**src/rtl/shreg_rr_arbiter.sv**
```systemverilog
// Round-robin arbiter and write sequencer for one shared D-register bank (q/q_bar).
// Define SHREG_PARITY_EN to add the registered even-parity bit q_par and the par_err flag.
module shreg_rr_arbiter #(
  parameter int N     = 4,
  parameter int WIDTH = 8,
  parameter int IW    = 2
) (
  input  logic                 clk,
  input  logic                 rst,
  input  logic [N-1:0]         req,
  input  logic [N*WIDTH-1:0]   wdata,
  output logic [N-1:0]         gnt,
  output logic                 done,
  output logic                 busy,
  output logic [IW-1:0]        owner,
  output logic [WIDTH-1:0]     q,
  output logic [WIDTH-1:0]     q_bar
`ifdef SHREG_PARITY_EN
  ,
  output logic                 q_par,
  output logic                 par_err
`endif
);

  typedef enum logic [1:0] {
    IDLE  = 2'd0,
    GRANT = 2'd1,
    ACK   = 2'd2
  } state_t;

  state_t            state;
  state_t            state_nxt;
  logic [IW-1:0]     win;
  logic [IW-1:0]     ptr;
  logic [IW-1:0]     ptr_nxt;
  logic [IW-1:0]     pick_idx;
  logic              pick_found;
  logic [WIDTH-1:0]  slice [N];

  for (genvar i = 0; i < N; i++) begin : g_slice
    assign slice[i] = wdata[i*WIDTH +: WIDTH];
  end

  // Search starts at ptr and wraps, so the requester just served is checked last.
  always_comb begin : pick
    int idx;
    pick_found = 1'b0;
    pick_idx   = '0;
    idx        = 0;
    for (int k = 0; k < N; k++) begin
      idx = (int'(ptr) + k) % N;
      if (!pick_found && req[IW'(idx)]) begin
        pick_found = 1'b1;
        pick_idx   = IW'(idx);
      end
    end
  end

  assign ptr_nxt = (int'(win) == N - 1) ? '0 : win + 1'b1;

  always_ff @(posedge clk or negedge rst) begin
    if (!rst) begin
      state <= IDLE;
      win   <= '0;
      ptr   <= '0;
      q     <= '0;
      owner <= '0;
`ifdef SHREG_PARITY_EN
      q_par <= 1'b0;
`endif
    end else begin
      state <= state_nxt;
      if (state == IDLE && pick_found) begin
        win <= pick_idx;
      end
      if (state == GRANT) begin
        q     <= slice[win];
        owner <= win;
        ptr   <= ptr_nxt;
`ifdef SHREG_PARITY_EN
        q_par <= ^slice[win];
`endif
      end
    end
  end

  // Unused encodings fall through the default and land back in IDLE.
  always_comb begin
    state_nxt = IDLE;
    gnt       = '0;
    done      = 1'b0;
    busy      = 1'b0;
    case (state)
      IDLE: begin
        state_nxt = pick_found ? GRANT : IDLE;
      end
      GRANT: begin
        state_nxt = ACK;
        gnt[win]  = 1'b1;
        busy      = 1'b1;
      end
      ACK: begin
        state_nxt = IDLE;
        done      = 1'b1;
        busy      = 1'b1;
      end
      default: begin
        state_nxt = IDLE;
      end
    endcase
  end

  assign q_bar = ~q;

`ifdef SHREG_PARITY_EN
  assign par_err = (q_par != ^q);
`endif

endmodule

```
**config.mk**
```make
export PLATFORM = sky130hd
export DESIGN_NAME = shreg_rr_arbiter
export DESIGN_NICKNAME = d
export VERILOG_FILES = /design/src/rtl/shreg_rr_arbiter.sv
export SDC_FILE = /design/constraint.sdc
export NUM_CORES = 1
export LEC_CHECK = 0
export BUFFER_PORTS_ARGS = -buffer_cell sky130_fd_sc_hd__buf_2
export CAP_MARGIN = 10
export CORE_UTILIZATION = 30
export DETAILED_ROUTE_END_ITERATION = 8
export GPL_TIMING_DRIVEN = 0
export MAX_ROUTING_LAYER = met4
export PLACE_DENSITY = 0.6
export SLEW_MARGIN = 10
export SYNTH_ARGS = -nofsm -noshare
export SYNTH_HDL_FRONTEND = slang
export SYNTH_SLANG_ARGS = --single-unit
```
**constraint.sdc**
```tcl
create_clock -name clk -period 2 [get_ports clk]
set_input_delay 0.2 -clock clk [delete_from_list [all_inputs] [get_ports clk]]
set_output_delay 0.2 -clock clk [all_outputs]
set_load 0.01 [all_outputs]
```
==> flow_metrics.tcl, run 1 <==
set metrics [dict create \
    grt_pass1_wl_mm 3.80 \
    synth_top_area_cell "dfrtp_1" \
    fin_area_um2 1450 \
    cp.arrival_ns 1.66 \
    power_density_nw_per_um2 1360 \
    drv_cap 0 \
    synth-seq-cells 16 \
    reg2reg_depth 4 \
    cts_buffers 3 \
    tns_ns 0 \
    grt_max_degree 17 \
    synthFlopType "dfrtp_1" \
    grt_use_total_pct 14.4 \
    synth_cell_types 28 \
    syn2layout_area_growth_pct 39.5 \
    cts_tree "done" \
    ir_drop_mv 0.353 \
    drive_gt1_share_pct 49.4 \
    max_freq_mhz 537 \
    ant_nets 0 \
    drt-pass1-iter-count 4 \
    die_w_um 60.8 \
    cts_setup_buffers 0 \
    io_pins 62 \
    htreeDepth 1 \
    grt_overflow 0 \
    finalSetupViolCount 0 \
    portBuffers 61 \
    finalHoldViolCount 0 \
    tightestPinTransition_ns 0.449 \
    crit_type "reg2out" \
    worstPathMaxFanout 10 \
    fp-row-count 20 \
    holdPathEnd "state[0]" \
    n_antenna_cell 0 \
    die_area_um2 3690 \
    cts_num_sinks 16 \
    p_leak_uw 0.000761 \
    grt_pass1_vias 851 \
    skew_ns 0.00247 \
    min_path_cells 3 \
    routed_via_density 4.82 \
    coreArea_um2 3150 \
    start_kind "flip-flop" \
    async_reset_ff_share_pct 100 \
    rsz0062_at_grt "no" \
    crit_required_ns 1.80 \
    synthTopCellsByArea "dfrtp_1 39%, mux4_2 13%, ha_1 8.5%" \
    start_util_pct 32.9 \
    pre_cts_slack_ns 0.146 \
    avgSynthCellArea_um2 10.8 \
    synth_edf_count 0 \
    slew-limit-headroom_pct 69.8 \
    hold_start "req[3]" \
    synth_fp_nets 141 \
    route.detailed.drc 0 \
    placed_area_um2 1400 \
    synth_top_area_share_pct 38.6 \
    fin_worst_hold_slack_ns 0.256 \
    min_period_over_period_pct 93.1 \
    clkTransAtPathRegs_ns 0.09 \
    drt_iter0_drc 29 \
    final_cells 206 \
    wirelength_mm 2.55 \
    cp-end-kind "output pin" \
    rrSetupSlack_ns 0.55 \
    seq_area_frac_synth_pct 38.6 \
    reg2reg_to "q[1]" \
    slew_viol_final 0 \
    clk_path_buf_depth 2 \
    setup_ws_ns 0.138 \
    gp_congestion 0.700 \
    dp.cells 201 \
    yosys_warnings 0 \
    insertion_delay_ns 0.28 \
    cts_root_buf "clkbuf_4" \
    syn-cell-area_um2 1040 \
    antenna_found_initial 0 \
    hpwl_mm 2.05 \
    netlist_instances 96 \
    finalNetCount 208 \
    routedWlPerCell_um 12.4 \
    routed-via-count 993 \
    timing.rr.start "win[0]" \
    status "completed" \
    fp.dieH_um 60.8 \
    layout_min_cycle_time_ns 1.86 \
    hold_path.class "in2reg" \
]
## layer usage
layer,vias up,GRT usage [%],part of all wire (%)
met2,51,25.1,47
met4,0,5.84,0.86
met3,2,2.35,11
met1,470,16.4,42
li1,470,-,-
met5,-,-,0
## through the flow
step / total power, µW / utilization, %
2_1_floorplan: 1370 / -
3_3_place_gp: 1760 / 44.3
3_5_place_dp: 1780 / 44.3
4_1_cts: 2010 / 45.8
5_1_grt: 2180 / 45.8
6_report: 1970 / 45.8
## power breakdown
part	switching, µW	internal (µW)	total [µW]	leakage (µW)
Clock	100	111	211	0.0000210
Sequential	111	486	597	0.000197
Combinational	609	554	1160	0.000543
## worst max-delay path: stages (launching register included)
cell	delay (ns)
dfrtp_1	0.39
inv_1	0.08
ha_1	0.16
clkbuf_2	0.20
clkbuf_2	0.26
and2_1	0.17
buf_2	0.13
## cells in the mapped netlist, drive strengths merged (2+ instances only)
cell type	count
o21ai	10
and2	4
mux4	8
dfrtp	16
nand2	11
clkbuf	2
buf	3
a21oi	2
ha	7
inv	16
mux2	3
## what timing repair did
item                                    CTS  global route
endpoints found under the hold margin    16             0
gates resized for setup                   2             0
endpoints found under the setup margin    4             0
hold buffers                              1             0
## placed cells by master, fill, tap and decap left out
| master | instances |
|---|---|
| nand3b_1 | 1 |
| and2_1 | 4 |
| a31oi_1 | 1 |
| a22oi_1 | 1 |
| nor2b_1 | 1 |
| dfrtp_1 | 16 |
| o21ai_1 | 6 |
| o311a_1 | 1 |
| ha_1 | 7 |
| nor2_1 | 1 |
| o21bai_1 | 1 |
| mux4_1 | 2 |
| o41ai_2 | 1 |
| nor4bb_1 | 1 |
| buf_2 | 63 |
| o32ai_1 | 1 |
| inv_1 | 16 |
| clkbuf_8 | 1 |
| nor3_1 | 1 |
| a221oi_1 | 1 |
| clkbuf_2 | 2 |
| buf_6 | 1 |
| o21ai_0 | 4 |
| mux4_2 | 6 |
| clkbuf_4 | 3 |
| mux2_2 | 3 |
| a21oi_1 | 2 |
| o31ai_1 | 1 |
| dlygate4sd3_1 | 1 |
| nand2b_1 | 1 |
| nand2_1 | 11 |
## flip-flops by register name (all words and copies together), names as in the netlist
name and cells:
owner 2, state 2, win 2, q 8
ptr 2
## worst max-delay path by stage
stage                   from  endpoint  depth (start not counted)
floorplan           state[1]    gnt[0]                          5
finish              state[1]    gnt[3]                          6
detailed placement  state[1]    gnt[3]                          6
CTS                 state[1]    gnt[3]                          6
global route        state[1]    gnt[1]                          6
global placement    state[1]    gnt[3]                          6
## cells by family (layout without fill, tap and decap cells)
logic type / count (synthesis) / in the layout / synth area share [%]
AO/OA/AOI/OAI: 20 / 20 / 12.8
AND/OR/NAND/NOR: 21 / 21 / 10.1
buffers and inverters: 21 / 87 / 8.58
adder cells (fa/ha/maj): 7 / 7 / 8.45
multiplexers: 11 / 11 / 21.4
flip-flops: 16 / 16 / 38.6
## area by class of cell
| type | instances | area, µm² |
|---|---|---|
| fill | 320 | 1710 |
| multi-input combinational | 59 | 547 |
| inverter | 16 | 60.1 |
| buffer | 5 | 31.3 |
| tap | 44 | 55.1 |
| sequential | 16 | 400 |
| clock buffer | 4 | 36.3 |
| timing repair buffer | 62 | 315 |
(Power assumes the default switching activity.)
==> inputs of run 2 (changes only) <==
--- a/config.mk
+++ b/config.mk
@@ -8,9 +8,9 @@
 export BUFFER_PORTS_ARGS = -buffer_cell sky130_fd_sc_hd__buf_2
 export CAP_MARGIN = 10
-export CORE_UTILIZATION = 30
+export CORE_UTILIZATION = 46
 export DETAILED_ROUTE_END_ITERATION = 8
 export GPL_TIMING_DRIVEN = 0
 export MAX_ROUTING_LAYER = met4
-export PLACE_DENSITY = 0.6
+export PLACE_DENSITY = 0.85
 export SLEW_MARGIN = 10
 export SYNTH_ARGS = -nofsm -noshare
==> constraint.sdc (replaced) <==
create_clock -name clk -period 2 [get_ports clk]
set_input_delay 0.1 -clock clk [delete_from_list [all_inputs] [get_ports clk]]
set_output_delay 0.1 -clock clk [all_outputs]
set_load 0.01 [all_outputs]
==> flow_metrics.tcl, run 2 (synthesized netlist as in run 1, its figures left out) <==
set metrics [dict create \
    status "completed" \
    finalNetCount 208 \
    grt_max_degree 17 \
    grt_use_total_pct 22.8 \
    fp-row-count 16 \
    worstPathMaxFanout 10 \
    clkTransAtPathRegs_ns 0.09 \
    hold_start "req[3]" \
    syn2layout_area_growth_pct 37.4 \
    swShare_pct 42.1 \
    fillCellCount 150 \
    route.detailed.drc 0 \
    coreArea_um2 2040 \
    rsz0062_at_grt "no" \
    pre_cts_slack_ns 0.302 \
    crit_required_ns 1.90 \
    drt_iter0_drc 22 \
    multi_input_area_um2 547 \
    cp-end-kind "output pin" \
    grt_pass1_wl_mm 4.18 \
    gp_congestion 0.791 \
    min_period_over_period_pct 88.0 \
    max_freq_mhz 568 \
    p_int_uw 1150 \
    cts_root_buf "clkbuf_4" \
    final_cell_mix "63 x buf_2, 16 x inv_1, 16 x dfrtp_1" \
    n_antenna_cell 0 \
    p_leak_uw 0.000761 \
    fin_worst_hold_slack_ns 0.170 \
    drv_cap 0 \
    wirelength_mm 2.57 \
    min_path_cells 3 \
    reg2reg_depth 4 \
    routed-via-count 990 \
    largest_reg_flops 8 \
    tns_ns 0 \
    grt_pass1_vias 941 \
    skew_ns 0.00108 \
    insertion_delay_ns 0.28 \
    finalHoldViolCount 0 \
    crit_slowest_cell "dfrtp_1" \
    start_util_pct 50.7 \
    critical_path_depth 6 \
    critical_path_buf_inv_count 4 \
    routedWlPerCell_um 13.6 \
    worst_path_largest_cell_delay_ns 0.40 \
    drive_gt1_share_pct 49.4 \
    slew_viol_final 0 \
    slew-limit-headroom_pct 69.5 \
    die_w_um 49.5 \
    crit_family "buffers and inverters" \
    cts_tree "done" \
    crit_chain "inv_1 > ha_1 > clkbuf_2 > clkbuf_2 > and2_1 > buf_2" \
    antenna_found_initial 0 \
    p_switching_uw 838 \
    final_util_pct 69.7 \
    crit_path_frequent_cell "clkbuf_2" \
    portBuffers 61 \
    start_kind "flip-flop" \
    cts_buffers 3 \
    grt_overflow 0 \
    hold_path.class "in2reg" \
    layout_min_cycle_time_ns 1.76 \
    largest_register "q" \
    tightestPinTransition_ns 0.453 \
    io_pins 62 \
    hpwl_mm 1.98 \
    drt-pass1-iter-count 4 \
    setup_ws_ns 0.239 \
    die_area_um2 2450 \
    timing.rr.start "win[0]" \
    power.share.clock_pct 10.6 \
    final_common_cell "buf_2" \
    cts_setup_buffers 0 \
    finalSetupViolCount 0 \
    cts_num_sinks 16 \
    power_density_nw_per_um2 1400 \
    ant_nets 0 \
    pwr-share-seq_pct 30.2 \
    htreeDepth 1 \
    ir_drop_mv 0.921 \
    routed_via_density 5.24 \
    ff_latch_area_um2 400 \
    cp.arrival_ns 1.66 \
    crit_type "reg2out" \
    startpoint "state[1]" \
    clk_path_buf_depth 2 \
    pwr-share-comb_pct 59.2 \
    fp.dieH_um 49.5 \
]
## run 2: per-layer routing
metal	vias to the layer above	part of all wire, %	GRT usage, %	routed length [µm]
met3	4	6.0	2.16	155
met4	0	1.2	6.19	31
met2	48	52	40.9	1330
li1	467	-	-	-
met5	-	0	-	0
met1	471	41	27.3	1050
## run 2: final timing paths
kind / slack [ns] / end
max in group asynchronous: 1.50 / q[3]
setup reg to reg: 0.54 / q[3]
min in group asynchronous: 0.24 / q[0]
hold reg to reg: 0.52 / owner[0]
hold / removal: 0.17 / state[0]
setup / recovery: 0.24 / gnt[0]
## run 2: worst min-delay path, delay by kind of cell
family,cells,cell delay [ns]
AOI/OAI and AO/OA,1,0.11
buffers and inverters,2,0.21
## run 2: cell type report
type / instances / share of cell area, %
well taps: 27 / 2.37
plain buffers: 5 / 2.20
flip-flops and latches: 16 / 28.1
multi-input cells: 59 / 38.4
clock buffers: 4 / 2.55
repair buffers: 62 / 22.1
inverters: 16 / 4.22
## run 2: through the flow
stage               total power, µW  std cells  instance area [µm²]
finish                         1990        189                 1420
detailed placement             1770        184                 1380
floorplan                      1370         96                 1040
CTS                            1990        189                 1420
global route                   2150        189                 1420
global placement               1730        184                 1380
## run 2: power groups by stage
stage	combinational [µW]	sequential, µW	clock [µW]
floorplan	729	636	0
global placement	1130	598	0
detailed placement	1170	603	0
CTS	1180	597	212
global route	1310	621	223
finish	1180	600	211
## run 2: what timing repair did
| item | CTS | global route |
|---|---|---|
| hold endpoints to repair | 16 | 0 |
| gates resized for setup | 1 | 2 |
| endpoints found under the setup margin | 4 | 4 |
| hold buffers | 1 | 0 |
